## config.mk

```make
export PLATFORM = sky130hd
export DESIGN_NAME = dmem_arbiter
export DESIGN_NICKNAME = d
export VERILOG_FILES = /design/src/rtl/dmem_arbiter_pkg.sv /design/src/rtl/dmem_arbiter_rr_pick2.sv /design/src/rtl/dmem_arbiter.sv
export SDC_FILE = /design/constraint.sdc
export NUM_CORES = 1
export LEC_CHECK = 0
export CAP_MARGIN = 30
export CORE_ASPECT_RATIO = 1.2
export CORE_MARGIN = 3
export CORE_UTILIZATION = 40
export CTS_CLUSTER_DIAMETER = 120
export DETAILED_ROUTE_END_ITERATION = 7
export PLACE_DENSITY = 0.82
export SYNTH_ARGS = -nofsm -noshare
export SYNTH_HDL_FRONTEND = slang
export SYNTH_HIERARCHICAL = 1
export SYNTH_SLANG_ARGS = --single-unit
```

## constraint.sdc

```tcl
create_clock -name clk -period 2.46 [get_ports clk]
set_input_delay 0.738 -clock clk [delete_from_list [all_inputs] [get_ports clk]]
set_output_delay 0.738 -clock clk [all_outputs]
set_load 0.02 [all_outputs]
```

## src/rtl/dmem_arbiter_pkg.sv

```systemverilog
// dmem_arbiter_pkg: shared encodings for the data-memory arbiter.
// FSM states, port indices and default bus widths.
package dmem_arbiter_pkg;

  localparam int ARB_ADDR_W = 10;
  localparam int ARB_DATA_W = 32;

  localparam logic PORT0 = 1'b0;
  localparam logic PORT1 = 1'b1;

  typedef enum logic [1:0] {
    ARB_IDLE = 2'd0,
    ARB_ACC  = 2'd1,
    ARB_RESP = 2'd2
  } arb_state_t;

  function automatic logic [1:0] port_mask(
    input logic p
  );
    return p ? 2'b10 : 2'b01;
  endfunction

endpackage

```

## src/rtl/dmem_arbiter_rr_pick2.sv

```systemverilog
// rr_pick2: combinational two-request round-robin picker.
// Contended requests go to the port not served last.
module rr_pick2
  import dmem_arbiter_pkg::*;
(
  input  logic [1:0] req,
  input  logic       last,
  input  logic [1:0] mask,
  output logic       grant,
  output logic       valid
);

  logic [1:0] elig;

  assign elig  = req & mask;
  assign valid = |elig;

  // pick the eligible port, alternating on contention
  always_comb begin
    grant = PORT0;
    unique case (1'b1)
      (elig == 2'b11): grant = ~last;
      (elig == 2'b10): grant = PORT1;
      default:         grant = PORT0;
    endcase
  end

endmodule

```

## src/rtl/dmem_arbiter.sv

```systemverilog
// dmem_arbiter: shares the data memory between core (0) and loader (1).
// Optional atomic bursts via the DMEM_ARB_LOCK_EN macro.
module dmem_arbiter
  import dmem_arbiter_pkg::*;
#(
  parameter int MEM_ADDR_WIDTH = ARB_ADDR_W,
  parameter int DATA_WIDTH     = ARB_DATA_W
) (
  input  logic                      clk,
  input  logic                      reset,
  input  logic                      i_Req0,
  input  logic                      i_Req1,
  input  logic [MEM_ADDR_WIDTH-1:0] i_Addr0,
  input  logic [MEM_ADDR_WIDTH-1:0] i_Addr1,
  input  logic [DATA_WIDTH-1:0]     i_WData0,
  input  logic [DATA_WIDTH-1:0]     i_WData1,
  input  logic                      i_WrEn0,
  input  logic                      i_WrEn1,
  output logic                      o_Ack0,
  output logic                      o_Ack1,
  output logic [DATA_WIDTH-1:0]     o_RData,
  output logic [MEM_ADDR_WIDTH-1:0] o_MemAddr,
  output logic [DATA_WIDTH-1:0]     o_MemDataIn,
  output logic                      o_MemWrEn,
`ifdef DMEM_ARB_LOCK_EN
  input  logic                      i_Lock0,
  input  logic                      i_Lock1,
`endif
  input  logic [DATA_WIDTH-1:0]     i_MemDataOut
);

  arb_state_t                r_State;
  logic                      r_Owner;
  logic                      r_Last;
  logic                      r_WrEn;
  logic [MEM_ADDR_WIDTH-1:0] r_Addr;
  logic [DATA_WIDTH-1:0]     r_WData;
  logic [DATA_WIDTH-1:0]     r_RData;
  logic                      r_Ack0;
  logic                      r_Ack1;

  logic       pick_grant;
  logic       pick_valid;
  logic [1:0] pick_mask;

`ifdef DMEM_ARB_LOCK_EN
  logic r_Locked;
  logic owner_lock;

  assign owner_lock = r_Owner ? i_Lock1 : i_Lock0;
  assign pick_mask  = (r_Locked && owner_lock)
                    ? port_mask(r_Owner)
                    : 2'b11;

  // lock is armed in RESP and released in the first unlocked IDLE
  always_ff @(posedge clk) begin
    if (reset) begin
      r_Locked <= 1'b0;
    end else if (r_State == ARB_RESP && owner_lock) begin
      r_Locked <= 1'b1;
    end else if (r_State == ARB_IDLE && !owner_lock) begin
      r_Locked <= 1'b0;
    end
  end
`else
  assign pick_mask = 2'b11;
`endif

  rr_pick2 u_pick (
    .req   ({i_Req1, i_Req0}),
    .last  (r_Last),
    .mask  (pick_mask),
    .grant (pick_grant),
    .valid (pick_valid)
  );

  // grant / access / respond sequencer with registered payload and acks
  always_ff @(posedge clk) begin
    if (reset) begin
      r_State <= ARB_IDLE;
      r_Owner <= PORT0;
      r_Last  <= PORT1;
      r_WrEn  <= 1'b0;
      r_Addr  <= '0;
      r_WData <= '0;
      r_RData <= '0;
      r_Ack0  <= 1'b0;
      r_Ack1  <= 1'b0;
    end else begin
      r_Ack0 <= 1'b0;
      r_Ack1 <= 1'b0;
      unique case (r_State)
        ARB_IDLE: begin
          if (pick_valid) begin
            r_Owner <= pick_grant;
            r_Addr  <= pick_grant ? i_Addr1 : i_Addr0;
            r_WData <= pick_grant ? i_WData1 : i_WData0;
            r_WrEn  <= pick_grant ? i_WrEn1 : i_WrEn0;
            r_State <= ARB_ACC;
          end
        end
        ARB_ACC: begin
          r_RData <= i_MemDataOut;
          r_Last  <= r_Owner;
          r_Ack0  <= (r_Owner == PORT0);
          r_Ack1  <= (r_Owner == PORT1);
          r_State <= ARB_RESP;
        end
        ARB_RESP: begin
          r_State <= ARB_IDLE;
        end
        default: begin
          r_State <= ARB_IDLE;
        end
      endcase
    end
  end

  assign o_MemAddr   = r_Addr;
  assign o_MemDataIn = r_WData;
  assign o_MemWrEn   = (r_State == ARB_ACC) && r_WrEn && !reset;
  assign o_RData     = r_RData;
  assign o_Ack0      = r_Ack0;
  assign o_Ack1      = r_Ack1;

endmodule

```

==> metrics.md <==
| Metric | Value |
|---|---|
| Sequential power share | 46.1% |
| Post-synthesis adder-cell area fraction | 0% |
| Post-synth top area share | between 40% and 50% |
| Crit start category | input pin |
| Final ANT Viol Nets | 0 |
| CP startpoint | reset |
| Total track usage | a little under a fifth |
| Reg2Reg Launch Point | r_State[1] |
| Main combinational cell family by area after synthesis | compound AO/OA/AOI/OAI gates |
| Nets | 672 |
| Crit path max fanout | 2 |
| Initial antenna violation count | 0 |
| Area Overhead vs Synth | 61.8% |
| Synthesized cell area | between 3000 and 4000 µm² |
| Fin area | between 6000 and 7000 µm² |
| Dpl ws | -0.228 ns |
| Initial Util | about two fifths |
| Hold Fails Final Rpt | 0 |
| Avg Cell Area, Syn | around 11 µm² |
| Asr flop ratio synth | 0% |
| Slowest cell on crit path | or3b_1 |
| RSZ-0062 raised after global routing | false |
| Crit path DAT | around 1.7 ns |
| Mux share of post-synthesis cell area | roughly an eighth |
| Worst Max-Slew Pin Slew | between 0.5 and 0.6 ns |
| Path type of the worst min-delay path | reg2reg |
| Global-route wire length before repair | 15.6 mm |
| Cell Area, Placed | just under 6000 µm² |
| Clock Sinks | a little over 80 |
| Via/cell ratio | a little under 5 |
| CTS root buf | clkbuf_8 |
| IR drop worst, VDD | 0.000310 V |
| Drt first pass iters | 4 |
| CP cell instances | buf_4 -> or3b_1 -> nor2_2 -> dlygate4sd2_1 |
| Number of synthesized flops with an enable pin | 0 |
| WHS | between 0.4 and 0.5 ns |
| Worst reg2reg path depth | 4 |
| Switching power | about 900 µW |
| Crit Path Class | in2out |
| Cell variety after synth | 21 |
| Finished Core Util | between 60% and 70% |
| Die ar. | about 11000 µm² |
| Maxcap violations | 0 |
| Hpwl dp | between 7 and 8 mm |
| Synth warn | 6 |
| Horiz. Die Dim | 94.3 µm |
| Yosys reg bits | 81 |
| Routed wire length | 10.1 mm |
| Sw Ratio | approximately 29% |
| Post-Synth XOR/XNOR Area | 0% |
| Final setup violation count | 0 |
| Rows | 38 |
| Compound-gate portion of the synthesized area | between 20% and 30% |
| CTS tree | done |
| Final min period | about 2.4 ns |
| Worst-Skew Late Latency | between 0.3 and 0.4 ns |
| Sequential area share after synthesis | 43.3% |
| Post CTS Setup Buffer Count | 0 |
| Gate count of the mapped netlist | 355 |
| Fin Clk Skew | 0.00448 ns |
| Worst reg-to-reg setup slack | 0.96 ns |
| Comb pwr share | between 20% and 30% |
| Vias in the first global route | 3308 |
| WP data required | 1.72 ns |
| Final worst setup slack | ~0.04 ns |
| Cell taking the most area after synthesis | dfxtp_1 |
| CTS Buf Count | 9 |
| Drt drc | 0 |
| DR vias | roughly 3300 |
| WL/cell | between 10 and 15 µm |
| Pwr dens | a little over 500 nW/µm² |
| Clock H-tree levels | 3 |
| Worst path depth | 4 |
| Hold Path Origin | r_Owner |
| WP buf/inv | 2 |
| Max incr delay on CP | 0.39 ns |
| Die Ht | around 110 µm |
| Number of diodes | 0 |
| Clk pwr share | 26.0% |
| Largest delay share family, worst path | simple AND/OR/NAND/NOR gates |
| WHS Path Cells | 1 |
| Initial drt markers | between 90 and 100 |
| Core area | 9080 µm² |
| Maximum buffer depth of the clock tree | 2 |
| Setup crit end kind | output port |
| Max-slew headroom | 63.2% |
| Outcome | complete, no violations |
| Fin. max-slew vios | 0 |
| # port buffers | between 150 and 200 |
| Grt ovf | 0 |
| Placer Congestion | 0.715 |
| FMAX | around 410 MHz |
| Synth area leaders | dfxtp_1 (43%), o32ai_2 (17%), mux2i_1 (12%) |
| Tcrit/Tclk final | a little over nine tenths |
| Clock transition at path regs | about 0.080 ns |
| Fraction of layout cells with a size suffix above 1 | about 14% |
| Simple-Gate Fraction of Synth Area | about 2.1% |
| Synth Flop Type | dfxtp_1 |
| Pint | ~2.2 mW |
| Largest net degree at the start of global routing | 80 |
| P_leak | ~2.2 nW |
| # IOs | roughly 200 |
Yosys cell counts (2+ instances only):
cell,number
buf_12,4
buf_2,20
buf_6,2
clkbuf_1,5
dfxtp_1,81
inv_1,107
inv_2,2
mux2i_1,44
nand2_1,3
nand2b_1,2
nor2_1,2
o32ai_1,36
o32ai_2,39
power groups by stage:
stage	combinational, mW	clock [mW]	sequential (mW)
6_report	0.876	0.814	1.45
5_1_grt	0.932	0.890	1.46
4_1_cts	0.882	0.850	1.45
3_5_place_dp	0.879	0	1.48
3_3_place_gp	0.862	0	1.47
2_1_floorplan	0.333	0	1.58
worst register-to-register path, stage by stage (launching register included):
cell and delay (ns):
dfxtp_1 0.32, buf_4 0.15, or4b_4 0.59, buf_4 0.23, o32ai_2 0.13
cell usage in the layout (no fill, tap or decap):
cell type / instances
buf_12: 8
or4b_4: 1
clkinv_2: 4
o32ai_2: 39
or3b_1: 1
nor3b_4: 1
nand2b_1: 2
inv_2: 2
clkbuf_8: 9
clkinvlp_4: 1
nor2_1: 1
dlygate4sd2_1: 1
buf_4: 8
o32ai_1: 36
inv_1: 107
clkdlybuf4s50_1: 196
nor2b_2: 1
and2_1: 1
clkinv_4: 1
nand2_1: 3
nor2_2: 1
conb_1: 3
dfxtp_1: 81
o32a_1: 1
mux2i_1: 44
a31oi_4: 1
sequential cells by signal (all words and copies together), names as in the netlist:
signal / flops
o_Ack0: 1
o_Ack1: 1
o_MemAddr: 10
o_MemDataIn: 32
o_RData: 32
r_Last: 1
r_Owner: 1
r_State: 2
r_WrEn: 1
path summary, 6_finish.rpt:
kind,end
worst min register to register,o_Ack0
worst max-delay path,o_MemWrEn
worst min-delay path,o_Ack0
worst max register to register,o_MemAddr[4]
logic make-up after synthesis:
family,Yosys count
AOI/OAI and AO/OA,77
buffers and inverters,140
DFF,81
muxes,44
other,1
and+or+nand+nor,12
stage by stage:
stage	setup TNS, ns	cells	power [mW]
2_1_floorplan	0	357	1.91
3_3_place_gp	-0.209	658	2.34
3_5_place_dp	-0.530	658	2.36
4_1_cts	0	673	3.18
5_1_grt	0	674	3.28
6_report	0	674	3.14
layout make-up:
class,count,area (µm²)
Timing Repair Buffer,213,2190
Clock buffer,9,124
Clock inverter,6,36.3
Sequential cell,81,1620
Multi-Input combinational cell,136,1520
Inverter,109,409
Tap cell,120,150
Fill cell,708,3030
routing by layer:
metal / share of wire (%) / routed length, µm / global-route usage [%] / vias to the layer above
met1: 37 / 3730 / 20.0 / 1539
met3: 8.2 / 824 / 4.93 / 20
met5: 0 / 0 / 0 / -
met2: 52 / 5280 / 33.8 / 141
met4: 2.6 / 259 / 8.96 / 0
li1: - / - / - / 1603
what timing repair did:
action                     in CTS  in global routing
setup endpoints to repair       1                  0
gates resized for setup         1                  0
hold buffers                    0                  0
No activity file was read; power rests on OpenSTA's default activity.
